<file path="config.mk">
export PLATFORM = sky130hd
export DESIGN_NAME = ifu_prefetch
export DESIGN_NICKNAME = d
export VERILOG_FILES = /design/src/rtl/ifu_pkg.sv /design/src/rtl/fetch_fifo.sv /design/src/rtl/ifu_prefetch.sv
export SDC_FILE = /design/constraint.sdc
export NUM_CORES = 1
export LEC_CHECK = 0
export ABC_AREA = 1
export CORE_MARGIN = 5
export CORE_UTILIZATION = 35
export DETAILED_ROUTE_END_ITERATION = 10
export GPL_ROUTABILITY_DRIVEN = 0
export GPL_TIMING_DRIVEN = 0
export SYNTH_ARGS = -nofsm -noshare
export SYNTH_HDL_FRONTEND = slang
export SYNTH_SLANG_ARGS = --single-unit
export TNS_END_PERCENT = 1
</file>
<file path="constraint.sdc">
create_clock -name i_clk -period 4.8 [get_ports i_clk]
set_input_delay 0.48 -clock i_clk [delete_from_list [all_inputs] [get_ports i_clk]]
set_output_delay 0.48 -clock i_clk [all_outputs]
set_load 0.05 [all_outputs]
</file>
<file path="src/rtl/ifu_pkg.sv">
// Shared constants and types for the instruction-fetch unit and its prefetch buffer.
package ifu_pkg;

   localparam int INSN_W  = 32;
   localparam int PC_STEP = 4;
   localparam int PC_W    = 32;

   typedef enum logic {
      RUN   = 1'b0,
      DRAIN = 1'b1
   } fetch_state_e;

   typedef struct packed {
      logic [PC_W-1:0]   pc;
      logic [INSN_W-1:0] insn;
   } fetch_entry_t;

endpackage

</file>
<file path="src/rtl/fetch_fifo.sv">
// Synchronous FIFO with flush; the head entry is presented combinationally from storage.
module fetch_fifo #(
   parameter int WIDTH = 64,
   parameter int DEPTH = 4
) (
   input  logic                       i_clk,
   input  logic                       i_reset,
   input  logic                       i_push,
   input  logic [WIDTH-1:0]           i_data,
   input  logic                       i_pop,
   input  logic                       i_flush,
   output logic [WIDTH-1:0]           o_data,
   output logic [$clog2(DEPTH):0]     o_count,
   output logic                       o_empty,
   output logic                       o_full
);

   localparam int AW = $clog2(DEPTH);

   logic [WIDTH-1:0] r_mem [DEPTH];
   logic [AW-1:0]    r_wr_ptr;
   logic [AW-1:0]    r_rd_ptr;
   logic [AW:0]      r_count;

   // NOTE: sequential state uses non-blocking assignments so every register samples pre-edge values.
   always_ff @(posedge i_clk) begin
      if (i_reset || i_flush) begin
         r_wr_ptr <= '0;
         r_rd_ptr <= '0;
         r_count  <= '0;
      end else begin
         if (i_push) r_wr_ptr <= r_wr_ptr + AW'(1);
         if (i_pop)  r_rd_ptr <= r_rd_ptr + AW'(1);
         r_count <= r_count + (AW+1)'(i_push) - (AW+1)'(i_pop);
      end
   end

   // NOTE: storage is deliberately not reset; validity comes only from the reset pointers and count.
   always_ff @(posedge i_clk) begin
      if (i_push) r_mem[r_wr_ptr] <= i_data;
   end

   assign o_data  = r_mem[r_rd_ptr];
   assign o_count = r_count;
   assign o_empty = (r_count == '0);
   assign o_full  = (r_count == (AW+1)'(DEPTH));

endmodule

</file>
<file path="src/rtl/ifu_prefetch.sv">
// Instruction-fetch unit: sequential request generation, in-order PC tagging of responses,
// and redirect handling that discards responses belonging to the abandoned stream.
module ifu_prefetch
   import ifu_pkg::*;
#(
   parameter int              XLEN     = 32,
   parameter logic [XLEN-1:0] RESET_PC = '0,
   parameter int              DEPTH    = 4
) (
   input  logic              i_clk,
   input  logic              i_reset,
   output logic              o_imem_req_valid,
   input  logic              i_imem_req_ready,
   output logic [XLEN-1:0]   o_imem_req_addr,
   input  logic              i_imem_rsp_valid,
   input  logic [INSN_W-1:0] i_imem_rsp_data,
   input  logic              i_redirect_valid,
   input  logic [XLEN-1:0]   i_redirect_target,
   output logic              o_inst_valid,
   input  logic              i_inst_ready,
   output logic [INSN_W-1:0] o_inst_data,
   output logic [XLEN-1:0]   o_inst_pc
);

   localparam int CW = $clog2(DEPTH);
   localparam int EW = XLEN + INSN_W;

   fetch_state_e    r_state;
   fetch_state_e    w_state_nxt;
   logic [XLEN-1:0] r_fetch_pc;
   logic [XLEN-1:0] r_rsp_pc;
   logic [CW:0]     r_outstanding;
   logic [CW:0]     r_drop_cnt;
   logic [CW:0]     w_inflight_nxt;
   logic [CW:0]     w_redirect_drop;
   logic [CW:0]     w_fifo_count;
   logic [XLEN-1:0] w_target;
   logic [EW-1:0]   w_fifo_rdata;
   logic            w_credit_ok;
   logic            w_req_fire;
   logic            w_push;
   logic            w_pop;
   logic            w_fifo_empty;
   logic            w_fifo_full;

   assign w_target    = i_redirect_target & ~XLEN'(3);
   assign w_credit_ok = ({1'b0, r_outstanding} + {1'b0, w_fifo_count}) < (CW+2)'(DEPTH);
   assign w_req_fire  = o_imem_req_valid && i_imem_req_ready;
   assign w_pop       = o_inst_valid && i_inst_ready;

   assign w_inflight_nxt  = r_outstanding + (CW+1)'(w_req_fire) - (CW+1)'(i_imem_rsp_valid);
   // A redirect cycle never accepts a request, so only the arriving response reduces the count.
   assign w_redirect_drop = r_outstanding - (CW+1)'(i_imem_rsp_valid);

   always_ff @(posedge i_clk) begin
      if (i_reset) r_state <= RUN;
      else         r_state <= w_state_nxt;
   end

   // NOTE: every output of this block is given a default first so no latch can be inferred.
   always_comb begin
      w_state_nxt      = r_state;
      o_imem_req_valid = 1'b0;
      o_inst_valid     = 1'b0;
      w_push           = 1'b0;
      if (!i_reset) begin
         o_inst_valid = !w_fifo_empty && !i_redirect_valid;
         if (i_redirect_valid) begin
            w_state_nxt = (w_redirect_drop != '0) ? DRAIN : RUN;
         end else begin
            case (r_state)
               RUN: begin
                  o_imem_req_valid = w_credit_ok;
                  w_push           = i_imem_rsp_valid;
               end
               DRAIN: begin
                  if (i_imem_rsp_valid && r_drop_cnt == (CW+1)'(1)) w_state_nxt = RUN;
               end
               default: w_state_nxt = RUN;
            endcase
         end
      end
   end

   always_ff @(posedge i_clk) begin
      if (i_reset) begin
         r_fetch_pc    <= RESET_PC;
         r_rsp_pc      <= RESET_PC;
         r_outstanding <= '0;
         r_drop_cnt    <= '0;
      end else begin
         r_outstanding <= w_inflight_nxt;
         if (i_redirect_valid) begin
            r_fetch_pc <= w_target;
            r_rsp_pc   <= w_target;
            r_drop_cnt <= w_redirect_drop;
         end else begin
            if (w_req_fire) r_fetch_pc <= r_fetch_pc + XLEN'(PC_STEP);
            if (w_push)     r_rsp_pc   <= r_rsp_pc + XLEN'(PC_STEP);
            if (r_state == DRAIN && i_imem_rsp_valid) r_drop_cnt <= r_drop_cnt - (CW+1)'(1);
         end
      end
   end

   fetch_fifo #(
      .WIDTH (EW),
      .DEPTH (DEPTH)
   ) u_fifo (
      .i_clk   (i_clk),
      .i_reset (i_reset),
      .i_push  (w_push),
      .i_data  ({r_rsp_pc, i_imem_rsp_data}),
      .i_pop   (w_pop),
      .i_flush (i_redirect_valid),
      .o_data  (w_fifo_rdata),
      .o_count (w_fifo_count),
      .o_empty (w_fifo_empty),
      .o_full  (w_fifo_full)
   );

   assign o_imem_req_addr = r_fetch_pc;
   assign o_inst_pc       = w_fifo_rdata[EW-1:INSN_W];
   assign o_inst_data     = w_fifo_rdata[INSN_W-1:0];

   a_rsp_expected: assert property (@(posedge i_clk) disable iff (i_reset)
      i_imem_rsp_valid |-> (r_outstanding != '0));
   a_no_overflow: assert property (@(posedge i_clk) disable iff (i_reset)
      w_push |-> !w_fifo_full);

endmodule
</file>
==> impl_results.md, run 1 <==
* Status: completed
* R2R Path End: u_fifo.r_mem[3][61]
* Worst setup endpoint: o_inst_pc[19]
* Gr ovfl total at 0
* Die Wd at 211.3 um
* Remaining antenna violation count after routing at 0
* Synth Warn # at 0
* Crit. End Element: output port
* Leading area contributor after synthesis: edfxtp_1
* Clk Latency, worst-skew pair at 510 ps
* Yosys cell types at 42
* Worst-Margin Slew at between 800 and 900 ps
* Minimum clock period at 4057 ps
* Largest net degree at the start of global routing at 30
* RR Startpoint: r_state
* CTS H-Tree Depth at 2
* Register area share after synthesis at 63.22%
* CTS tree: built
* Number of port buffers at around 160
* Headroom to the max-slew limit at 46.07%
* Post-synth EDFFs at 248
* DR iter-0 viols at 858
* Initial Utilization at 35.54%
* Post-synthesis cell count at 1,430
* Post-Syn Area at 14,190 um2
* Async SR Flop Fraction at 0%
* Post-CTS setup buffer count at 0
* Power Total at 6.682 mW
* Layout area overhead at 26.30%
* Pwr Density at ~370 nW/um2
* Top FF cell, synth: edfxtp_1
* # resized after CTS at 0
* CTS Hold Bufs at 0
* Max Slew Vio Count at 0
* Vias per inst at ~5.1
* Clock root buffer: clkbuf_16
* Final HPWL DP at 28,060 um
* Final antenna diode count at 0
* Leak Pwr at 6.241 nW
* Final worst-path cycle share at between 80 and 90%
* Io pins at between 150 and 200
* Clk slew on worst S/H paths at 60 ps
* Final Hold Viols at 0
* Final setup viols at 0
* First drt pass iteration count at 5
* Final core utilization at 44.89%
* Share of cells above drive strength 1 at 6.059%
* Count leader, synth: edfxtp_1
* Worst Hold Class: reg -> reg
* Core area at 39,910 um2
* DP Worst Slack at 948.5 ps
* Startpoint type of the worst setup path: flip-flop
* Mean post-synth cell area at 9.920 um2
* Clk sink count at 324
* WS Path Type: reg -> out
* First-pass GRT wire length at 61,820 um
* Crit path DAT at 3580 ps
* Synth top area share at 52.50%
* Die height at 211.3 um
* Final WS setup at 742.7 ps
* DRC violations left at 0
* Nets at 1,729
* Core Rows at between 70 and 80
* Global Route Usage Sum at 17.54%
* CTS buffer count at 37
* Critical path required time at around 4300 ps
* Setup Skew at about 16 ps
* Maximum clock rate at ~250 MHz
* VDD IR max at 0.2041 mV
* Vias in the first global route at approximately 11k
* Initial antenna violation count at 1
* Final WL at 40,300 um
* RSZ-0062 raised after global routing: no
* Yosys reg bits at 324
* CP max FO at 10
* Vias at about 11k
* Max-cap violations at 0
* Bufs on Longest Clock Path at 3
* Die area at ~45,000 um2
* R2r setup slk at slightly above 2000 ps
* Ranking of synthesized cells by area: edfxtp_1 52%, dfxtp_1 11%, nand2_1 6.3%
* Commonest cells in the netlist: 248 x edfxtp_1, 238 x nand2_1, 236 x nor2_1
* WL/cell at 18.39 um
* Reg2Reg Depth at 8
-- layer usage --
| metal | vias up | part of all wire [%] | global-route usage [%] |
|---|---|---|---|
| met3 | 74 | 7.6 | 3.349 |
| li1 | 5362 | - | - |
| met5 | - | 0.035 | 0 |
| met1 | 5262 | 44 | 24.01 |
| met4 | 2 | 2.3 | 4.865 |
| met2 | 472 | 46 | 28.76 |
-- layout by cell type (no fill, tap or decap), types with 5 or more instances in the layout --
cell type	count
edfxtp_1	248
nand2_1	238
nor2_1	232
o21ai_0	170
clkdlybuf4s50_1	161
inv_1	110
dfxtp_1	76
o22ai_1	62
clkbuf_1	54
a21oi_1	49
nand3_1	45
clkbuf_16	38
xor2_1	20
a31oi_1	18
ha_1	16
nor3_1	15
nand4_1	12
o21ai_1	9
buf_2	7
clkinv_1	7
buf_12	7
nor2_4	6
bufinv_16	6
buf_4	5
-- layout make-up --
| class | instances | area [um2] |
|---|---|---|
| multi-input cells | 928 | 4534 |
| plain buffers | 67 | 295.3 |
| inverters | 114 | 429.2 |
| clock buffers | 44 | 983.4 |
| fillers | 3775 | 22000 |
| flip-flops and latches | 324 | 8969 |
| repair buffers | 169 | 1779 |
| clock inverters | 21 | 270.3 |
| well taps | 525 | 656.9 |
-- registers in the layout, indices dropped and copies added, names as in the netlist, named ones only --
| register | flops |
|---|---|
| o_imem_req_addr | 30 |
| r_drop_cnt | 3 |
| r_outstanding | 3 |
| r_rsp_pc | 30 |
| r_state | 1 |
| u_fifo.o_count | 3 |
| u_fifo.r_mem | 248 |
| u_fifo.r_rd_ptr | 2 |
| u_fifo.r_wr_ptr | 2 |
-- critical path: stages (launching register included) --
cell and delay, ps:
dfxtp_1 330, clkbuf_1 460, clkbuf_1 500, clkbuf_1 500, nor2_1 100, o22ai_1 300, clkdlybuf4s50_1 870
-- how the worst min path moves through the flow --
stage | from | endpoint | slack, ps | depth (start not counted)
after CTS | r_drop_cnt[1] | r_drop_cnt[1] | 470 | 2
after detailed placement | r_drop_cnt[1] | r_drop_cnt[1] | 460 | 2
after global routing | r_drop_cnt[1] | r_drop_cnt[1] | 490 | 2
after floorplan | u_fifo.r_rd_ptr[1] | flip-flop | 440 | 2
after global placement | r_drop_cnt[1] | r_drop_cnt[1] | 450 | 2
final | r_drop_cnt[1] | r_drop_cnt[1] | 460 | 2
-- cells by family after synthesis --
family	count (synthesis)	synth area share (%)
AO/OA/AOI/OAI	319	12.18
other	1	0.02643
XOR/XNOR	24	1.482
flip-flops	324	63.22
AND/OR/NAND/NOR	563	16.29
buffers and inverters	181	5.107
adder cells (fa/ha/maj)	18	1.693
-- through the flow --
stage / hold slack [ps] / area [um2] / instances / TNS [ps]
floorplan: 435.6 / 14200 / 1433 / 0
finish: 461.0 / 17920 / 2192 / 0
global placement: 452.0 / 16470 / 2119 / -629440
global route: 487.4 / 17920 / 2192 / 0
detailed placement: 459.0 / 16660 / 2127 / 0
CTS: 467.1 / 17920 / 2192 / 0
-- where the power goes --
group | switching, mW | internal, mW
Combinational | 0.385 | 0.215
Sequential | 0.0843 | 3.09
Clock | 1.12 | 1.79
Total | 1.59 | 5.10
Note: power is estimated with default switching activity, not from simulation.
==> inputs of run 2 (changes only) <==
- clock period: 4.8 -> 3.3 ns (I/O delays scaled with it)
==> run 2 against run 1 <==
Cell area decreased by 0.52%. Critical path type is now in -> reg. Register-to-register slack got worse by 1500 ps. Wire length barely moved. Final cell count unchanged. Sequential share of layout area rose by 0.26 points.
==> impl_results.md, run 2 (synthesized netlist as in run 1, its figures left out) <==
* Power Total at 9.705 mW (was 6.682 mW)
* CP peak stage delay at 690 ps (was 870 ps)
* Pwr Density at 544.5 nW/um2 (was 372.9 nW/um2)
* Global Route Usage Sum at 17.54% (about the same)
* CTS buffer count at 37 (unchanged)
* Initial antenna violation count at 1 (unchanged)
* Final Hold Viols at 0 (unchanged)
* Post-CTS setup buffer count at 0 (unchanged)
* Share of cells above drive strength 1 at 7.923% (was 6.059%)
* Crit path DAT at 3350 ps (was 3580 ps)
* Critical path required time at 3500 ps (was 4320 ps)
* Commonest cells after routing, fill and taps aside: 248 x edfxtp_1, 238 x nand2_1, 232 x nor2_1 (unchanged)
* Final worst-path cycle share at a little over nine tenths
* Slowest CP cell: nor2_4 (was clkdlybuf4s50_1)
* Worst Hold Class: in -> reg (was reg -> reg)
* CTS tree: built (unchanged)
* RSZ-0062 raised after global routing: no (unchanged)
* Worst path cell trace: clkdlybuf4s50_1, nor2_4, nand2_2, nor2_2, inv_2, clkbuf_1, nor2_4, buf_16, buf_12 (was clkbuf_1, clkbuf_1, clkbuf_1, nor2_1, o22ai_1, clkdlybuf4s50_1)
* Initial Utilization at 35.54% (unchanged)
* Final WL at 40,320 um (was 40,300 um)
* Max-cap violations at 0 (unchanged)
* WL/cell at 18.39 um (about the same)
* Clk sink count at 324 (unchanged)
* Clock root buffer: clkbuf_16 (unchanged)
* First drt pass iteration count at 5 (unchanged)
* Commonest non-fill, non-tap cell in the layout: edfxtp_1 (unchanged)
* Maximum clock rate at 317.3 MHz
* Setup Total Neg Slack at 0 ps (unchanged)
* Core area at 39,910 um2 (unchanged)
* Hold WS at 452.3 ps (was 461.0 ps)
* Reg with most FFs: u_fifo.r_mem (unchanged)
* CP max FO at 27 (was 10)
* DR iter-0 viols at 924 (was 858)
* CTS H-Tree Depth at 2 (unchanged)
* VDD IR max at 0.3002 mV (was 0.2041 mV)
* Vias per inst at 5.093 (was 5.097)
* Crit. End Element: flip-flop (was output port)
* Max Slew Vio Count at 0 (unchanged)
* Die area at 44,660 um2 (unchanged)
* Setup Skew at 17.04 ps (was 15.57 ps)
* Die height at 211.3 um (unchanged)
* Core Rows at 73 (unchanged)
* Minimum clock period at 3151 ps
* Bufs and invs on worst path at 5 (was 4)
* Clk Latency, worst-skew pair at 520 ps (was 510 ps)
* Worst-Margin Slew at 805.6 ps (was 809.0 ps)
* Filler cell count at 3,805 (was 3,775)
* RR Startpoint: r_state (unchanged)
* Status: completed (unchanged)
* Final setup viols at 0 (unchanged)
* Io pins at 168 (unchanged)
* Layout area overhead at 25.64% (was 26.30%)
* Final HPWL DP at 28,060 um (unchanged)
* Most frequent CP cell: nor2_4 (was clkbuf_1)
* Min-delay src: i_imem_rsp_data[9] (was r_drop_cnt[1])
* Die Wd at 211.3 um (unchanged)
* Vias at 11.16k (was 11.17k)
* Leak Pwr at 6.365 nW (was 6.241 nW)
* Crit. Startpoint: i_reset
* Vias in the first global route at 11.00k (was 11.01k)
* First-pass GRT wire length at 61,770 um (was 61,820 um)
* CP top delay family: buffers and inverters (unchanged)
* WS Path Type: in -> reg (was reg -> out)
* Remaining antenna violation count after routing at 0 (unchanged)
* Gr ovfl total at 0 (unchanged)
* Headroom to the max-slew limit at 46.30% (was 46.07%)
* Nets at 1,728 (was 1,729)
* Bufs on Longest Clock Path at 3 (unchanged)
* Max reg flops at 248 (unchanged)
* Clk slew on worst S/H paths at 60 ps (about the same)
* Number of port buffers at 161 (unchanged)
* DRC violations left at 0 (unchanged)
* Startpoint type of the worst setup path: primary input (was flip-flop)
* Largest net degree at the start of global routing at 30 (unchanged)
[run 2: cell count changes in the layout (fill, tap and decap cells not counted), moves of 2 or more]
cell             before  now
clkdlybuf4s50_1     161   99
dlygate4sd2_1         0   46
clkbuf_2              1   29
clkbuf_1             54   37
clkdlybuf4s15_2       0    2
[run 2: timing repair]
action	4_1_cts	5_1_grt
pin swaps	0	0
hold buffers	0	0
endpoints found under the setup margin	62	25
gates resized for setup	80	29
[run 2: final timing paths]
kind,end,cells past startpoint,slack [ps]
setup / recovery,u_fifo.r_mem[3][61],9,150
hold / removal,u_fifo.r_mem[1][9],1,450
setup reg to reg,u_fifo.r_mem[3][61],8,550
hold reg to reg,r_drop_cnt[1],2,460
[run 2: area by class of cell]
class | count | area, um2 | share of cell area [%]
sequential | 324 | 8969 | 50.32
multi-input combinational | 928 | 4534 | 25.44
timing repair buffer | 169 | 1667 | 9.351
clock buffer | 44 | 983.4 | 5.518
tap | 525 | 656.9 | 3.686
inverter | 114 | 429.2 | 2.408
buffer | 66 | 311.5 | 1.748
clock inverter | 21 | 270.3 | 1.516
antenna | 1 | 2.502 | 0.01404
[run 2: per-stage QoR]
stage	setup WS (ps)	utilization [%]	cell area [um2]	instances
2_1_floorplan	-736.1	-	14200	1433
4_1_cts	11.70	44.75	17860	2191
6_report	148.6	44.65	17820	2192
3_3_place_gp	-4023	41.25	16470	2119
3_5_place_dp	-401.5	41.75	16660	2127
5_1_grt	6.154	44.65	17820	2191
[run 2: routing by layer]
metal	track usage [%]	part of all wire [%]	up-vias
met2	28.76	46	469
met3	3.349	7.9	82
met1	23.99	43	5253
met5	0	0.035	-
met4	4.865	2.6	2
li1	-	-	5358
[run 2: power breakdown]
group          switching (mW)  internal [mW]  leakage (nW)
clock network            1.63           2.60         0.605
logic                   0.559          0.293          2.87
registers               0.123           4.50          2.89
total                    2.31           7.39          6.37
==> inputs of run 3 (changes only) <==
- GPL_TIMING_DRIVEN: 0 -> unset
==> run 3 against run 2 <==
Cell area rose by 1.7%. Sequential share of layout area fell by 0.82 points. Clock skew rose by 2.2 ps. First-iteration DRC count rose by 6.5%. Total power fell by 6.0%. Core utilization rose by 0.77 points. Clock power fell by 15%. Fmax rose by 21%. Non-clock buffer count fell by 52. Worst hold slack got worse by 120 ps. Clock-buffer cell count rose by 4. Largest power group unchanged. Highest routed layer is now met4.
==> impl_results.md, run 3 (synthesized netlist as in run 1, its figures left out) <==
* Gr ovfl total at 0 (unchanged)
* Remaining antenna violation count after routing at 0 (unchanged)
* CTS H-Tree Depth at 2 (unchanged)
* CP max FO at 43 (was 27)
* Core area at 39,910 um2 (unchanged)
* Final WL at 36,680 um (was 40,320 um)
* Critical path required time at 2970 ps (was 3500 ps)
* Reg2Reg Depth at 10 (was 8)
* Share of cells above drive strength 1 at 10.00% (was 7.923%)
* Min-delay src: i_reset (was i_imem_rsp_data[9])
* CP peak stage delay at 670 ps (was 690 ps)
* WL/cell at 17.18 um (was 18.39 um)
* Number of port buffers at 161 (unchanged)
* Worst path cell trace: clkinv_2, buf_4, o21ai_0, o22ai_1, buf_12 (was clkdlybuf4s50_1, nor2_4, nand2_2, nor2_2, inv_2, clkbuf_1, nor2_4, buf_16, buf_12)
* Power Total at 9.119 mW (was 9.705 mW)
* CTS tree: built (unchanged)
* DR iter-0 viols at 984 (was 924)
* CTS Hold Bufs at 0 (unchanged)
* Worst-Margin Slew at 658.5 ps (was 805.6 ps)
* Post-route insts no fill at 2,135 (was 2,192)
* Worst Hold Class: in -> reg (unchanged)
* Setup Total Neg Slack at 0 ps (unchanged)
* Maximum clock rate at 384.9 MHz (was 317.3 MHz)
* Slowest CP cell: dfxtp_4 (was nor2_4)
* Final antenna diode count at 0 (was 1)
* WS Path Type: reg -> out (was in -> reg)
* Status: completed (unchanged)
* Initial antenna violation count at 0 (was 1)
* Nets at 1,675 (was 1,728)
* CTS buffer count at 36 (was 37)
* Hold WS at 330.2 ps (was 452.3 ps)
* Final HPWL DP at 24,140 um (was 28,060 um)
* First drt pass iteration count at 6 (was 5)
* VDD IR max at 0.3106 mV (was 0.3002 mV)
* Bufs and invs on worst path at 3 (was 5)
* Reg with most FFs: u_fifo.r_mem (unchanged)
* Vias in the first global route at 10.44k (was 11.00k)
* Max Slew Vio Count at 0 (unchanged)
* R2r setup slk at 760 ps (was 550 ps)
* Clock root buffer: clkbuf_16 (unchanged)
* Final Hold Viols at 0 (unchanged)
* Setup Skew at 19.19 ps (was 17.04 ps)
* Die area at 44,660 um2 (unchanged)
* Layout area overhead at 27.80% (was 25.64%)
* Clk slew on worst S/H paths at 60 ps (about the same)
* WHS Endpoint: u_fifo.r_wr_ptr[0] (was u_fifo.r_mem[1][9])
* Die height at 211.3 um (unchanged)
* First-pass GRT wire length at 57,500 um (was 61,770 um)
* Clk sink count at 324 (unchanged)
* Bufs on Longest Clock Path at 3 (unchanged)
* DRC violations left at 0 (unchanged)
* Largest net degree at the start of global routing at 85 (was 30)
* Vias at 10.72k (was 11.16k)
* Headroom to the max-slew limit at 56.05% (was 46.30%)
* RR Startpoint: r_outstanding[2] (was r_state)
* Leak Pwr at 6.420 nW (was 6.365 nW)
* Initial Utilization at 35.54% (unchanged)
* Final worst-path cycle share at 78.73% (was 95.50%)
* Clk Latency, worst-skew pair at 520 ps (about the same)
* Inst Count DP at 2,074 (was 2,127)
* Pwr Density at 503.0 nW/um2 (was 544.5 nW/um2)
* Global Route Usage Sum at 16.04% (was 17.54%)
* Final setup viols at 0 (unchanged)
* Post-CTS setup buffer count at 0 (unchanged)
* Vias per inst at 5.019 (was 5.093)
* RSZ-0062 raised after global routing: no (unchanged)
* Final core utilization at 45.42% (was 44.65%)
* CP top delay family: flip-flops (was buffers and inverters)
* Io pins at 168 (unchanged)
* Commonest non-fill, non-tap cell in the layout: edfxtp_1 (unchanged)
* Crit path DAT at 2270 ps (was 3350 ps)
* Die Wd at 211.3 um (unchanged)
* Crit. End Element: output port (was flip-flop)
* # resized after CTS at 0 (was 80)
* R2R Path End: r_outstanding[2] (was u_fifo.r_mem[3][61])
* Max-cap violations at 0 (unchanged)
* Max reg flops at 248 (unchanged)
* Commonest cells after routing, fill and taps aside: 248 x edfxtp_1, 238 x nand2_1, 232 x nor2_1 (unchanged)
* Hold Path Stages at 5 (was 1)
* Startpoint type of the worst setup path: flip-flop (was primary input)
* Core Rows at 73 (unchanged)
* Minimum clock period at 2598 ps (was 3151 ps)
## run 3: metal layers
metal	up-vias	global-route usage [%]	wire, um
met3	46	2.919	2469
met1	5051	22.93	16870
li1	5242	-	-
met5	-	0	0
met4	0	4.176	736
met2	376	25.41	16610
## run 3: area by class of cell
cell class | count | area, um2
Clock buffer | 48 | 955.9
Inverter | 114 | 430.4
Sequential cell | 324 | 8974
Tap cell | 525 | 656.9
Timing Repair Buffer | 183 | 2487
Clock inverter | 13 | 91.34
Fill cell | 3680 | 21780
Multi-Input combinational cell | 928 | 4534
## run 3: worst max path at each step
stage / from / end / cells past startpoint
2_1_floorplan: i_redirect_valid / u_fifo.r_mem[0][0] / 6
3_3_place_gp: i_redirect_valid / r_outstanding[2] / 12
3_5_place_dp: i_redirect_valid / r_outstanding[2] / 12
4_1_cts: flip-flop / o_inst_pc[8] / 5
5_1_grt: flip-flop / o_inst_pc[19] / 5
6_report: flip-flop / o_inst_pc[19] / 5
## run 3: worst register-to-register path: stages, from the launching register on
cell and delay (ps):
dfxtp_1 400, ha_1 250, nor2_1 220, nand4_4 230
ha_1 340, inv_1 40, ha_1 180, fa_1 370
xnor2_1 200, xnor2_1 130, nor2_1 50
## run 3: metrics by stage
step | setup slack [ps] | cell area (um2)
2_1_floorplan | -736.1 | 14200
3_3_place_gp | 451.3 | 17080
3_5_place_dp | 440.4 | 17080
4_1_cts | 650.9 | 18130
5_1_grt | 501.8 | 18130
6_report | 701.8 | 18130
## run 3: report_power, final
group	switching, mW	internal [mW]
Sequential	0.123	4.50
Combinational	0.551	0.357
Clock	1.55	2.04
